File: src/rtl/exmem_mem_stage.sv
// EX/MEM pipeline register plus MEM-stage control for the 8-bit RISC pipeline.
// Memory ops sit in REQ until the data memory acks. While they wait, upstream
// stages are stalled and a bubble goes to MEM/WB. The DONE cycle then releases
// the write-back.
module exmem_mem_stage #(
  parameter int DATA_W = 8,
  parameter int ADDR_W = 8,
  parameter int RD_W   = 3
) (
  input  logic              clk,
  input  logic              rst,
  input  logic              valid_in,
  input  logic              regwrite_in,
  input  logic              mem_read_in,
  input  logic              mem_write_in,
  input  logic              mem_to_reg_in,
  input  logic [DATA_W-1:0] alu_result_in,
  input  logic [DATA_W-1:0] store_data_in,
  input  logic [RD_W-1:0]   rd_in,
  output logic              stall_out,
  output logic              mem_req,
  output logic              mem_we,
  output logic [ADDR_W-1:0] mem_addr,
  output logic [DATA_W-1:0] mem_wdata,
  input  logic [DATA_W-1:0] mem_rdata,
  input  logic              mem_ack,
  output logic              regwrite_out,
  output logic              mem_to_reg_out,
  output logic [DATA_W-1:0] read_data_out,
  output logic [DATA_W-1:0] alu_result_out,
  output logic [RD_W-1:0]   rd_out
);

  typedef enum logic [1:0] {IDLE = 2'd0, REQ = 2'd1, DONE = 2'd2} state_t;

  state_t              state_q, state_d;
  logic                valid_q, regwrite_q, mem_read_q, mem_write_q, mem_to_reg_q;
  logic [DATA_W-1:0]   alu_q, store_q, rdata_q, rdata_d;
  logic [RD_W-1:0]     rd_q;
  logic                load_en;

  // Upstream advances whenever no access is outstanding.
  assign load_en = (state_q != REQ);

  // EX/MEM register: capture EX results whenever the stage is not stalled.
  always_ff @(posedge clk) begin
    if (rst) begin
      valid_q      <= 1'b0;
      regwrite_q   <= 1'b0;
      mem_read_q   <= 1'b0;
      mem_write_q  <= 1'b0;
      mem_to_reg_q <= 1'b0;
      alu_q        <= '0;
      store_q      <= '0;
      rd_q         <= '0;
    end else if (load_en) begin
      valid_q      <= valid_in;
      regwrite_q   <= regwrite_in;
      mem_read_q   <= mem_read_in;
      mem_write_q  <= mem_write_in;
      mem_to_reg_q <= mem_to_reg_in;
      alu_q        <= alu_result_in;
      store_q      <= store_data_in;
      rd_q         <= rd_in;
    end
  end

  // State and captured load data registers.
  always_ff @(posedge clk) begin
    if (rst) begin
      state_q <= IDLE;
      rdata_q <= '0;
    end else begin
      state_q <= state_d;
      rdata_q <= rdata_d;
    end
  end

  // Next state and captured-data update. An ack only counts while in REQ.
  // A store with the read bit also set stays a store, so its ack does not
  // touch rdata_q.
  always_comb begin
    state_d = state_q;
    rdata_d = rdata_q;
    case (state_q)
      REQ: begin
        if (mem_ack) begin
          state_d = DONE;
          if (mem_read_q && !mem_write_q) rdata_d = mem_rdata;
        end
      end
      default: begin
        // IDLE and DONE both load the next instruction, so back-to-back
        // memory ops chain directly.
        state_d = (valid_in && (mem_read_in || mem_write_in)) ? REQ : IDLE;
      end
    endcase
  end

  // Memory port and MEM/WB-facing outputs.
  always_comb begin
    stall_out      = 1'b0;
    mem_req        = 1'b0;
    mem_we         = 1'b0;
    mem_addr       = '0;
    mem_wdata      = '0;
    regwrite_out   = valid_q & regwrite_q;
    mem_to_reg_out = mem_to_reg_q;
    read_data_out  = rdata_q;
    alu_result_out = alu_q;
    rd_out         = rd_q;
    case (state_q)
      REQ: begin
        // Request fields come straight from held registers, so they stay
        // stable until the ack arrives.
        stall_out    = 1'b1;
        mem_req      = 1'b1;
        mem_we       = mem_write_q;
        mem_addr     = alu_q[ADDR_W-1:0];
        mem_wdata    = store_q;
        regwrite_out = 1'b0;
      end
      DONE: regwrite_out = regwrite_q;
      default: ;
    endcase
  end

endmodule

File: config.mk
export PLATFORM = sky130hd
export DESIGN_NAME = exmem_mem_stage
export DESIGN_NICKNAME = d
export VERILOG_FILES = /design/src/rtl/exmem_mem_stage.sv
export SDC_FILE = /design/constraint.sdc
export NUM_CORES = 1
export LEC_CHECK = 0
export BUFFER_PORTS_ARGS = -buffer_cell sky130_fd_sc_hd__clkbuf_2
export CAP_MARGIN = 20
export CORE_ASPECT_RATIO = 1.5
export CORE_UTILIZATION = 40
export CTS_CLUSTER_DIAMETER = 40
export DETAILED_ROUTE_END_ITERATION = 8
export PLACE_DENSITY = 0.84
export REMOVE_ABC_BUFFERS = 1
export SLEW_MARGIN = 20
export SYNTH_ARGS = -nofsm -noshare
export SYNTH_HDL_FRONTEND = slang
export SYNTH_SLANG_ARGS = --single-unit
File: constraint.sdc
create_clock -name clk -period 2.1 [get_ports clk]
set_input_delay 0.42 -clock clk [delete_from_list [all_inputs] [get_ports clk]]
set_output_delay 0.42 -clock clk [all_outputs]
set_load 0.01 [all_outputs]
; ---- Yosys cells after proc, flatten, opt, wreduce, memory -nomap -nowiden
; Index checks and enable logic that the tools add are counted.
[totals]
reg_bits = 34
latch_bits = 0
ramBits = 0
rom_bits = 0
wordCells = 28
mem_count = 0
[classes]
n_addsub = 0
n_mul = 0
n_div = 0
magnitude_cmp = 0
eq_ne = 4
shifts = 0
muxes = 8
n_bitwise = 1
reduce_logical = 5
[ops]
columns = cell, n
row1 = $mux W8, 2
row2 = $mux W2, 2
row3 = $mux W1, 3
row4 = $reduce_and A3 Y1, 1
row5 = $eq A2 B1 Y1 const B, 1
row6 = $eq A2 B2 Y1 const B, 1
row7 = $logic_and A1 B1 Y1, 2
row8 = $ne A2 B1 Y1 const B, 1
row9 = $ne A2 B2 Y1 const B, 1
row10 = $pmux W1 S2, 1
row11 = $and A1 B1 Y1, 1
row12 = $logic_not A1 Y1, 1
row13 = $logic_or A1 B1 Y1, 1

; ---- Depth between registers and ports, before layout
; Gate-level depths: netlist of run 1.
[logic_depth]
ltp_word = 4
mapped_depth = 7

; ---- Worst setup path after synthesis of run 1
; No wires, ideal clock.
[synth_timing]
kind = register to output
from = register state_q[0]
to = output port regwrite_out
arrival_time_ns = 0.992
slack_ns = 0.688
path_stages_with_launch = 5
n_path_buf = 0
path_cell_list = dfxtp_1 inv_1 ha_1 mux2i_1 nor2b_1
[synth_via]
elab_chain_len = 2
word_cells_on_any_way = 3
cone_classes = 2 x eq/ne / 1 x mux
[synth_lines]
columns = item, line_no
row1 = "start, declared", 36  ; state_t state_q, state_d;
row2 = "start signal, assigned", 74  ; state_q <= state_d;
row3 = $eq A2 B2 Y1 or $eq A2 B1 Y1 (tied branches), 112  ; case (state_q)
row4 = $pmux W1 S2 (*), 112
row5 = "end, declared", 27  ; output logic regwrite_out,
; Every way passes the cells marked *; elsewhere a longest branch is shown, timed or not.

; ---- Final worst setup path of run 1
[layout_timing]
from = register state_q[0]
to = output port mem_wdata[3]
[layout_via]
elab_chain_len = 2
[layout_lines]
columns = item, line_no
row1 = $eq A2 B1 Y1, 112
row2 = $mux W8, 112
row3 = "end, declared", 24  ; output logic [DATA_W-1:0] mem_wdata,
; No other way between the ends.

==> results.sh, run 1 <==
export IMPL_status="completed"
export IMPL_final_cell_mix="clkbuf_2, dfxtp_1, a21oi_1, nor2_1"
export IMPL_crit_path_max_incr_delay_ns=0.39
export IMPL_end_kind="primary output"
export IMPL_cpLargestDelayFamily="buffers and inverters"
export IMPL_avgRoutedWirePerCell_um=10.76
export IMPL_worstSetupPathType="flip-flop to primary output"
export IMPL_setup_viol=0
export IMPL_dr_total_vias=1233
export IMPL_fmax_mhz=528.5
export IMPL_drc=0
export IMPL_n_fill_cell=317
export IMPL_hold_class="input pin to flip-flop"
export IMPL_powerDensity_mw_per_mm2=864.7
export IMPL_grt_util_met3_pct=5.031
export IMPL_syn2layout_area_growth_pct=38.78
export IMPL_first_iter_violations=8
export IMPL_p_leak_nw=0.8895
export IMPL_antenna_cells=0
export IMPL_max_slew_margin_pct=56.31
export IMPL_maxCapViolCount=0
export IMPL_io_pins=75
export IMPL_critPathMaxFanout=29
export IMPL_critPathBufInv=2
export IMPL_cts_sinks=34
export IMPL_grt_overflow=0
export IMPL_postCtsHoldBufs=0
export IMPL_die_area_mm2=0.003529
export IMPL_cp_start_kind="flip-flop"
export IMPL_post_route_period_util_pct=90.10
export IMPL_hold_violations=0
export IMPL_syn_inst=150
export IMPL_place_area_mm2=0.001684
export IMPL_fp_dieW_um=48.84
export IMPL_min_period_ns=1.892
export IMPL_dp_slack_ns=0.4850
export IMPL_grt_max_degree=35
export IMPL_cts_tree="yes"
export IMPL_syn_avg_cell_area_um2=8.775
export IMPL_fin_nets=260
export IMPL_syn_area_mm2=0.001316
export IMPL_crit_required_ns=1.68
export IMPL_clock_skew_ns=0.002487
export IMPL_cts_htree_levels=2
export IMPL_grt_first_pass_wirelength_um=4623
export IMPL_first_pass_iters=4
export IMPL_cts_buffer_depth=2
export IMPL_busiest_layer="met2"
export IMPL_dieHeight_um=72.26
export IMPL_start_util_pct=42.08
export IMPL_grt_usage_pct=16.94
export IMPL_synth_top_area_share_pct=51.71
export IMPL_synth_cell_types=20
export IMPL_yosysWarnings=0
export IMPL_grt_pass1_vias=1121
export IMPL_fin_area_mm2=0.001827
export IMPL_cts_buffers=5
export IMPL_slew_violations=0
export IMPL_drtAntennaViolNets=0
export IMPL_tns_ns=0
export IMPL_grt_met2_usage_pct=32.87
export IMPL_cts_root_buf="clkbuf_8"
export IMPL_coreArea_mm2=0.003128
export IMPL_clk_latency_ns=0.27
export IMPL_cp_slowest_cell="dfxtp_1"
export IMPL_post_cts_buffers=0
export IMPL_drive_gt1_share_pct=37.67
export IMPL_setup_slack_ns=0.2079
export IMPL_path_cells="ha_1 -> buf_4 -> and2_1 -> clkbuf_2"
export IMPL_path_clk_slew_ns=0.07
export IMPL_seq_area_frac_synth_pct=51.71
export IMPL_ys_ff_latch=34
export IMPL_antenna_found_initial=0
export IMPL_tightest_slew_ns=0.6554
export IMPL_wl_um=2830
export IMPL_avgViaCountPerCell=4.688
export IMPL_met1_usage_pct=16.36
export IMPL_cts_resized=0
export IMPL_place_gp_congestion=0.7236
export IMPL_vdd_drop_max_v=0.0005262
export IMPL_final_common_cell="clkbuf_2"
export IMPL_synth_area_leaders="dfxtp_1, a21oi_1, and2_1"
export IMPL_worstPathArrival_ns=1.47
export IMPL_rsz0062_at_grt="false"
export IMPL_port_buffers=74
export IMPL_synth_top_area_cell="dfxtp_1"
export IMPL_row_count=25
export IMPL_dpl_hpwl_um=2089
-- Yosys cell counts (all sizes together) --
cell    count
nor2       25
mux2i       8
buf         5
o21ai       2
inv         3
clkbuf      5
nand4b      1
and2       17
or3         1
dfxtp      34
nand2      17
a21oi      26
nor2b       1
o22a        1
ha          3
and4b       1
-- cells by family after synthesis --
| logic type | after synthesis | share of synthesized area (%) |
|---|---|---|
| simple gates | 63 | 22.43 |
| flops | 34 | 51.71 |
| compound gates | 29 | 11.31 |
| buf+inv | 13 | 5.608 |
| mux | 8 | 6.084 |
| fa+ha+maj | 3 | 2.852 |
-- power breakdown --
part / total (mW) / switching, mW / internal (mW)
Combinational: 0.161 / 0.0853 / 0.0756
Sequential: 0.694 / 0.0141 / 0.680
Clock: 0.725 / 0.219 / 0.506
Total: 1.58 / 0.318 / 1.26
-- registers in the layout, summed over array words and instances, names as in the netlist --
name,flops
state_q,2
regwrite_q,1
mem_read_q,1
mem_to_reg_out,1
read_data_out,8
alu_result_out,8
store_q,8
valid_q,1
rd_out,3
mem_write_q,1
-- layer usage --
metal / share of wire [%] / vias up
li1: - / 632
met1: 40 / 556
met2: 54 / 43
met3: 5.6 / 2
met4: 0.74 / 0
met5: 0 / -
-- area by class of cell --
class	instances	area [µm²]	share of cell area [%]
clock inverter	2	60.06	3.288
tap	40	50.05	2.740
inverter	3	13.76	0.7534
multi-input combinational	103	561.8	30.75
timing repair buffer	75	377.9	20.68
clock buffer	6	82.58	4.521
sequential	34	680.7	37.26
-- per-stage QoR --
step / instances / power, mW / hold WS [ns] / util [%]
final: 263 / 1.580 / 0.3638 / 58.40
after global routing: 263 / 1.654 / 0.3571 / 58.40
after CTS: 263 / 1.607 / 0.3480 / 58.40
after detailed placement: 255 / 0.8713 / 0.4499 / 53.84
after global placement: 255 / 0.8674 / 0.4426 / 53.84
after floorplan: 140 / 0.7877 / 0.4553 / -
-- worst min-delay path: stages --
cell,delay [ns]
clkbuf_2,0.08
nand2_1,0.04
a21oi_1,0.05
-- path summary, 6_finish.rpt --
check,cells past startpoint,slack (ns),to,startpoint
max,4,0.21,mem_wdata[3],state_q[0]
min,3,0.36,read_data_out[0],mem_rdata[0]
max reg2reg,5,0.50,state_q[1],state_q[0]
min reg2reg,2,0.46,read_data_out[5],read_data_out[5]
No activity file was read; power rests on OpenSTA's default activity.
==> inputs of run 2 (changes only) <==
--- a/config.mk
+++ b/config.mk
@@ -6,9 +6,9 @@
 export NUM_CORES = 1
 export LEC_CHECK = 0
 export BUFFER_PORTS_ARGS = -buffer_cell sky130_fd_sc_hd__clkbuf_2
-export CAP_MARGIN = 20
 export CORE_ASPECT_RATIO = 1.5
 export CORE_UTILIZATION = 40
+export CTS_BUF_LIST = sky130_fd_sc_hd__clkbuf_16
 export CTS_CLUSTER_DIAMETER = 40
 export DETAILED_ROUTE_END_ITERATION = 8
 export PLACE_DENSITY = 0.84
==> constraint.sdc (replaced) <==
create_clock -name clk -period 2.1 [get_ports clk]
set_input_delay 0.42 -clock clk [delete_from_list [all_inputs] [get_ports clk]]
set_output_delay 0.42 -clock clk [all_outputs]
set_load 0.1 [all_outputs]
==> run 2 against run 1 <==
Via count fell by 0.57%. Fmax is 4.2% lower. Core utilization rose by 8.5 points. First-iteration DRC count increased by 130%. Setup slack got worse by 0.082 ns. Largest cell class unchanged.
==> results.sh, run 2 (synthesized netlist as in run 1, its figures left out) <==
export IMPL_status="completed"
export IMPL_fmax_mhz=506.5
export IMPL_grt_overflow=0
export IMPL_place_gp_congestion=0.7267
export IMPL_maxCapViolCount=0
export IMPL_dieHeight_um=72.26
export IMPL_powerDensity_mw_per_mm2=840.1
export IMPL_worstSetupPathType="flip-flop to primary output"
export IMPL_postCtsHoldBufs=0
export IMPL_tightest_slew_ns=0.6870
export IMPL_worst_hold_slack_ns=0.3685
export IMPL_syn2layout_area_growth_pct=59.03
export IMPL_dp_slack_ns=0.3893
export IMPL_power_share_clock_pct=38.5
export IMPL_cpLargestDelayFamily="flip-flops"
export IMPL_n_fill_cell=282
export IMPL_cts_resized=0
export IMPL_p_total_mw=1.758
export IMPL_wl_um=3136
export IMPL_critPathMaxFanout=4
export IMPL_hold_class="input pin to flip-flop"
export IMPL_cts_htree_levels=2
export IMPL_crit_required_ns=1.68
export IMPL_cp_slowest_cell="dfxtp_1"
export IMPL_clk_latency_ns=0.27
export IMPL_io_pins=75
export IMPL_p_seq_share_pct=39.5
export IMPL_numPlacedInstances=255
export IMPL_dr_total_vias=1226
export IMPL_first_iter_violations=18
export IMPL_max_slew_margin_pct=54.20
export IMPL_rsz0062_at_grt="false"
export IMPL_place_area_mm2=0.001954
export IMPL_crit_path_max_incr_delay_ns=0.38
export IMPL_start_util_pct=42.08
export IMPL_setup_viol=0
export IMPL_port_buffers=74
export IMPL_path_clk_slew_ns=0.05
export IMPL_setup_slack_ns=0.1257
export IMPL_clock_skew_ns=0.002721
export IMPL_worstPathArrival_ns=1.55
export IMPL_antenna_cells=0
export IMPL_cts_tree="yes"
export IMPL_hold_depth=3
export IMPL_multi_input_area_um2=561.8
export IMPL_cts_buffers=5
export IMPL_final_cell_mix="clkbuf_2, dfxtp_1, a21oi_1, nor2_1, buf_12"
export IMPL_coreArea_mm2=0.003128
export IMPL_drtAntennaViolNets=0
export IMPL_drive_gt1_share_pct=37.39
export IMPL_netSwitchingPower_mw=0.5479
export IMPL_final_common_cell="clkbuf_2"
export IMPL_cp_depth=5
export IMPL_cts_buffer_depth=2
export IMPL_p_int_mw=1.211
export IMPL_row_count=25
export IMPL_end_kind="primary output"
export IMPL_avgRoutedWirePerCell_um=11.97
export IMPL_antenna_found_initial=0
export IMPL_die_area_mm2=0.003529
export IMPL_drc=0
export IMPL_vdd_drop_max_v=0.0005896
export IMPL_fp_dieW_um=48.84
export IMPL_min_period_ns=1.974
export IMPL_critPathBufInv=2
export IMPL_grt_pass1_vias=1157
export IMPL_hold_violations=0
export IMPL_stdcell_count=262
export IMPL_pwr_share_comb_pct=22.0
export IMPL_post_route_period_util_pct=94.01
export IMPL_slew_violations=0
export IMPL_fin_area_mm2=0.002093
export IMPL_grt_usage_pct=18.76
export IMPL_cp_start_kind="flip-flop"
export IMPL_seqCellArea_um2=680.7
export IMPL_cts_root_buf="clkbuf_16"
export IMPL_reg2regPathDepth=5
export IMPL_avgViaCountPerCell=4.679
export IMPL_p_leak_nw=0.9533
export IMPL_grt_max_degree=35
export IMPL_dpl_hpwl_um=2292
export IMPL_grt_first_pass_wirelength_um=5009
export IMPL_p_sw_share_pct=31.16
export IMPL_post_cts_buffers=0
export IMPL_cts_sinks=34
export IMPL_path_cells="inv_1 -> ha_1 -> mux2i_1 -> nor2b_1 -> buf_12"
export IMPL_first_pass_iters=4
export IMPL_fin_nets=260
==> run 2: cell count changes in the layout (fill, tap and decap cells not counted) <==
cell | previous run | this run
buf_12 | 0 | 18
bufinv_16 | 2 | 0
clkinv_2 | 0 | 2
clkbuf_16 | 0 | 5
buf_6 | 0 | 1
clkbuf_8 | 6 | 0
clkbuf_2 | 74 | 56
buf_4 | 1 | 0
==> run 2: final timing paths <==
path	slack, ns	from	to
hold / removal	0.37	mem_rdata[5]	read_data_out[5]
setup / recovery	0.13	state_q[0]	regwrite_out
hold reg to reg	0.45	read_data_out[1]	read_data_out[1]
setup reg to reg	0.55	state_q[0]	read_data_out[6]
==> run 2: routing by layer <==
metal	GRT usage [%]	wire (µm)	vias up
li1	-	-	630
met1	18.35	1213	545
met2	35.80	1687	46
met3	4.612	179	5
met4	9.804	55	0
met5	0	0	-
==> run 2: power by group through the flow <==
stage / sequential, mW / combinational [mW] / clock, mW
after detailed placement: 0.709 / 0.388 / 0
after global placement: 0.707 / 0.382 / 0
final: 0.695 / 0.386 / 0.677
after CTS: 0.695 / 0.388 / 0.692
after floorplan: 0.828 / 0.150 / 0
after global routing: 0.699 / 0.405 / 0.716
==> run 2: stage by stage <==
step	setup TNS [ns]	utilization, %
after floorplan	-4.730	-
after global placement	0	62.48
after detailed placement	0	62.48
after CTS	0	66.80
after global routing	0	66.92
final	0	66.92
==> run 2: tightest hold or removal path, stage by stage <==
cell and delay, ns:
clkbuf_2 0.08, nand2_1 0.04, a21oi_1 0.05
==> run 2: final cells by class <==
type	count	area share (%)
clock buffer	5	5.977
clock inverter	2	0.4782
inverter	3	0.6575
multi-input combinational	103	26.84
sequential	34	32.52
tap	40	2.391
timing repair buffer	75	31.14
==> inputs of run 3 (changes only) <==
--- a/config.mk
+++ b/config.mk
@@ -11,6 +11,7 @@
 export CTS_BUF_LIST = sky130_fd_sc_hd__clkbuf_16
 export CTS_CLUSTER_DIAMETER = 40
 export DETAILED_ROUTE_END_ITERATION = 8
+export GPL_ROUTABILITY_DRIVEN = 0
 export PLACE_DENSITY = 0.84
 export REMOVE_ABC_BUFFERS = 1
 export SLEW_MARGIN = 20
==> constraint.sdc (replaced) <==
create_clock -name clk -period 2 [get_ports clk]
set_input_delay 0.4 -clock clk [delete_from_list [all_inputs] [get_ports clk]]
set_output_delay 0.4 -clock clk [all_outputs]
set_load 0.1 [all_outputs]
==> run 3 against run 2 <==
Clock-buffer cell count did not move. Sequential power rose by 5.0%. Register-to-register slack got worse by 0.06 ns. Cell count increased by 0.38%. Routed wire length down 0.73%. Die area did not move. Clock power grew 4.7%. Via count up 0.98%. Sequential cell count did not move. Setup slack got worse by 0.029 ns. Global-route usage is 0.96 points higher. Worst hold slack got worse by 0.023 ns.
==> results.sh, run 3 (synthesized netlist as in run 1, its figures left out) <==
export IMPL_status="completed"
export IMPL_first_iter_violations=11
export IMPL_tns_ns=0
export IMPL_path_clk_slew_ns=0.05
export IMPL_rsz0062_at_grt="false"
export IMPL_avgViaCountPerCell=4.707
export IMPL_avgRoutedWirePerCell_um=11.84
export IMPL_first_pass_iters=4
export IMPL_final_cell_mix="clkbuf_2, dfxtp_1, a21oi_1, nor2_1, buf_12"
export IMPL_grt_first_pass_wirelength_um=5147
export IMPL_cts_sinks=34
export IMPL_postCtsHoldBufs=0
export IMPL_min_period_ns=1.903
export IMPL_row_count=25
export IMPL_top_layer="met4"
export IMPL_hold_violations=0
export IMPL_io_pins=75
export IMPL_powerDensity_mw_per_mm2=875.5
export IMPL_grt_overflow=0
export IMPL_p_total_mw=1.848
export IMPL_cts_buffers=5
export IMPL_max_slew_margin_pct=55.83
export IMPL_coreArea_mm2=0.003128
export IMPL_grt_pass1_vias=1156
export IMPL_post_route_period_util_pct=95.14
export IMPL_grt_usage_pct=19.72
export IMPL_cts_tree="yes"
export IMPL_drc=0
export IMPL_hold_depth=3
export IMPL_syn2layout_area_growth_pct=60.36
export IMPL_die_area_mm2=0.003529
export IMPL_final_common_cell="clkbuf_2"
export IMPL_clock_skew_ns=0.002401
export IMPL_fp_dieW_um=48.84
export IMPL_post_cts_buffers=0
export IMPL_maxCapViolCount=0
export IMPL_vdd_drop_max_v=0.0006364
export IMPL_start_util_pct=42.08
export IMPL_cts_buffer_depth=2
export IMPL_hold_class="input pin to flip-flop"
export IMPL_end_kind="primary output"
export IMPL_p_leak_nw=0.9614
export IMPL_n_fill_cell=258
export IMPL_dr_total_vias=1238
export IMPL_fin_nets=260
export IMPL_met2_length_um=1751
export IMPL_critPathMaxFanout=29
export IMPL_grt_max_degree=35
export IMPL_worstPathArrival_ns=1.50
export IMPL_port_buffers=74
export IMPL_dieHeight_um=72.26
export IMPL_crit_required_ns=1.60
export IMPL_dpl_hpwl_um=2297
export IMPL_tightest_slew_ns=0.6626
export IMPL_setup_viol=0
export IMPL_cp_start_kind="flip-flop"
export IMPL_clk_latency_ns=0.27
export IMPL_m1WireLength_um=1160
export IMPL_fmax_mhz=525.5
export IMPL_antenna_found_initial=0
export IMPL_drive_gt1_share_pct=37.22
export IMPL_cts_htree_levels=2
export IMPL_cts_root_buf="clkbuf_16"
export IMPL_dr_wl_met3_um=136
export IMPL_worstSetupPathType="flip-flop to primary output"
export IMPL_antenna_cells=0
export IMPL_reg2regPathDepth=6
export IMPL_wl_um=3113
export IMPL_drtAntennaViolNets=0
export IMPL_slew_violations=0
## run 3: what timing repair did
item | 4_1_cts | 5_1_grt
hold endpoints to repair | 0 | 0
resized for setup | 0 | 2
endpoints found under the setup margin | 0 | 1
## run 3: stage by stage
step                      std cells  hold WS, ns  worst slack (ns)  cell area (µm²)  utilization [%]
after global placement          255       0.4418            0.3813             1967            62.88
final                           263       0.3455           0.09719             2111            67.48
after detailed placement        255       0.4468            0.3665             1967            62.88
after CTS                       263       0.3456           0.06586             2105            67.28
after floorplan                 140       0.4553           -0.5462             1256                -
after global routing            263       0.3523          0.003487             2111            67.48
## run 3: final timing paths
check / slack, ns / startpoint / endpoint
worst max-delay path: 0.1 / state_q[1] / mem_addr[5]
worst min-delay path: 0.35 / mem_rdata[0] / read_data_out[0]
worst max register to register: 0.49 / state_q[1] / read_data_out[1]
worst min register to register: 0.45 / read_data_out[4] / read_data_out[4]
## run 3: cell type report
cell class / instances / area (µm²) / share of cell area, %
Clock buffer: 5 / 125.1 / 5.928
Clock inverter: 3 / 12.51 / 0.5928
Inverter: 3 / 13.76 / 0.6520
Multi-Input combinational cell: 103 / 561.8 / 26.62
Sequential cell: 34 / 681.9 / 32.31
Tap cell: 40 / 50.05 / 2.371
Timing Repair Buffer: 75 / 665.6 / 31.54
## run 3: per-layer routing
layer | vias to the layer above | track usage (%)
met4 | 0 | 11.44
met2 | 49 | 37.65
li1 | 634 | -
met1 | 549 | 19.21
met5 | - | 0
met3 | 6 | 4.193
## run 3: worst max-delay path, stage by stage, from the launching register on
cell,delay [ns]
dfxtp_1,0.31
inv_1,0.09
ha_1,0.20
buf_12,0.19
and2_1,0.23
buf_12,0.20
## run 3: where the power goes
part	switching [mW]	internal (mW)	leakage (nW)	total [mW]
registers	0.0150	0.715	0.281	0.730
logic	0.298	0.111	0.608	0.409
clock network	0.260	0.449	0.0724	0.709
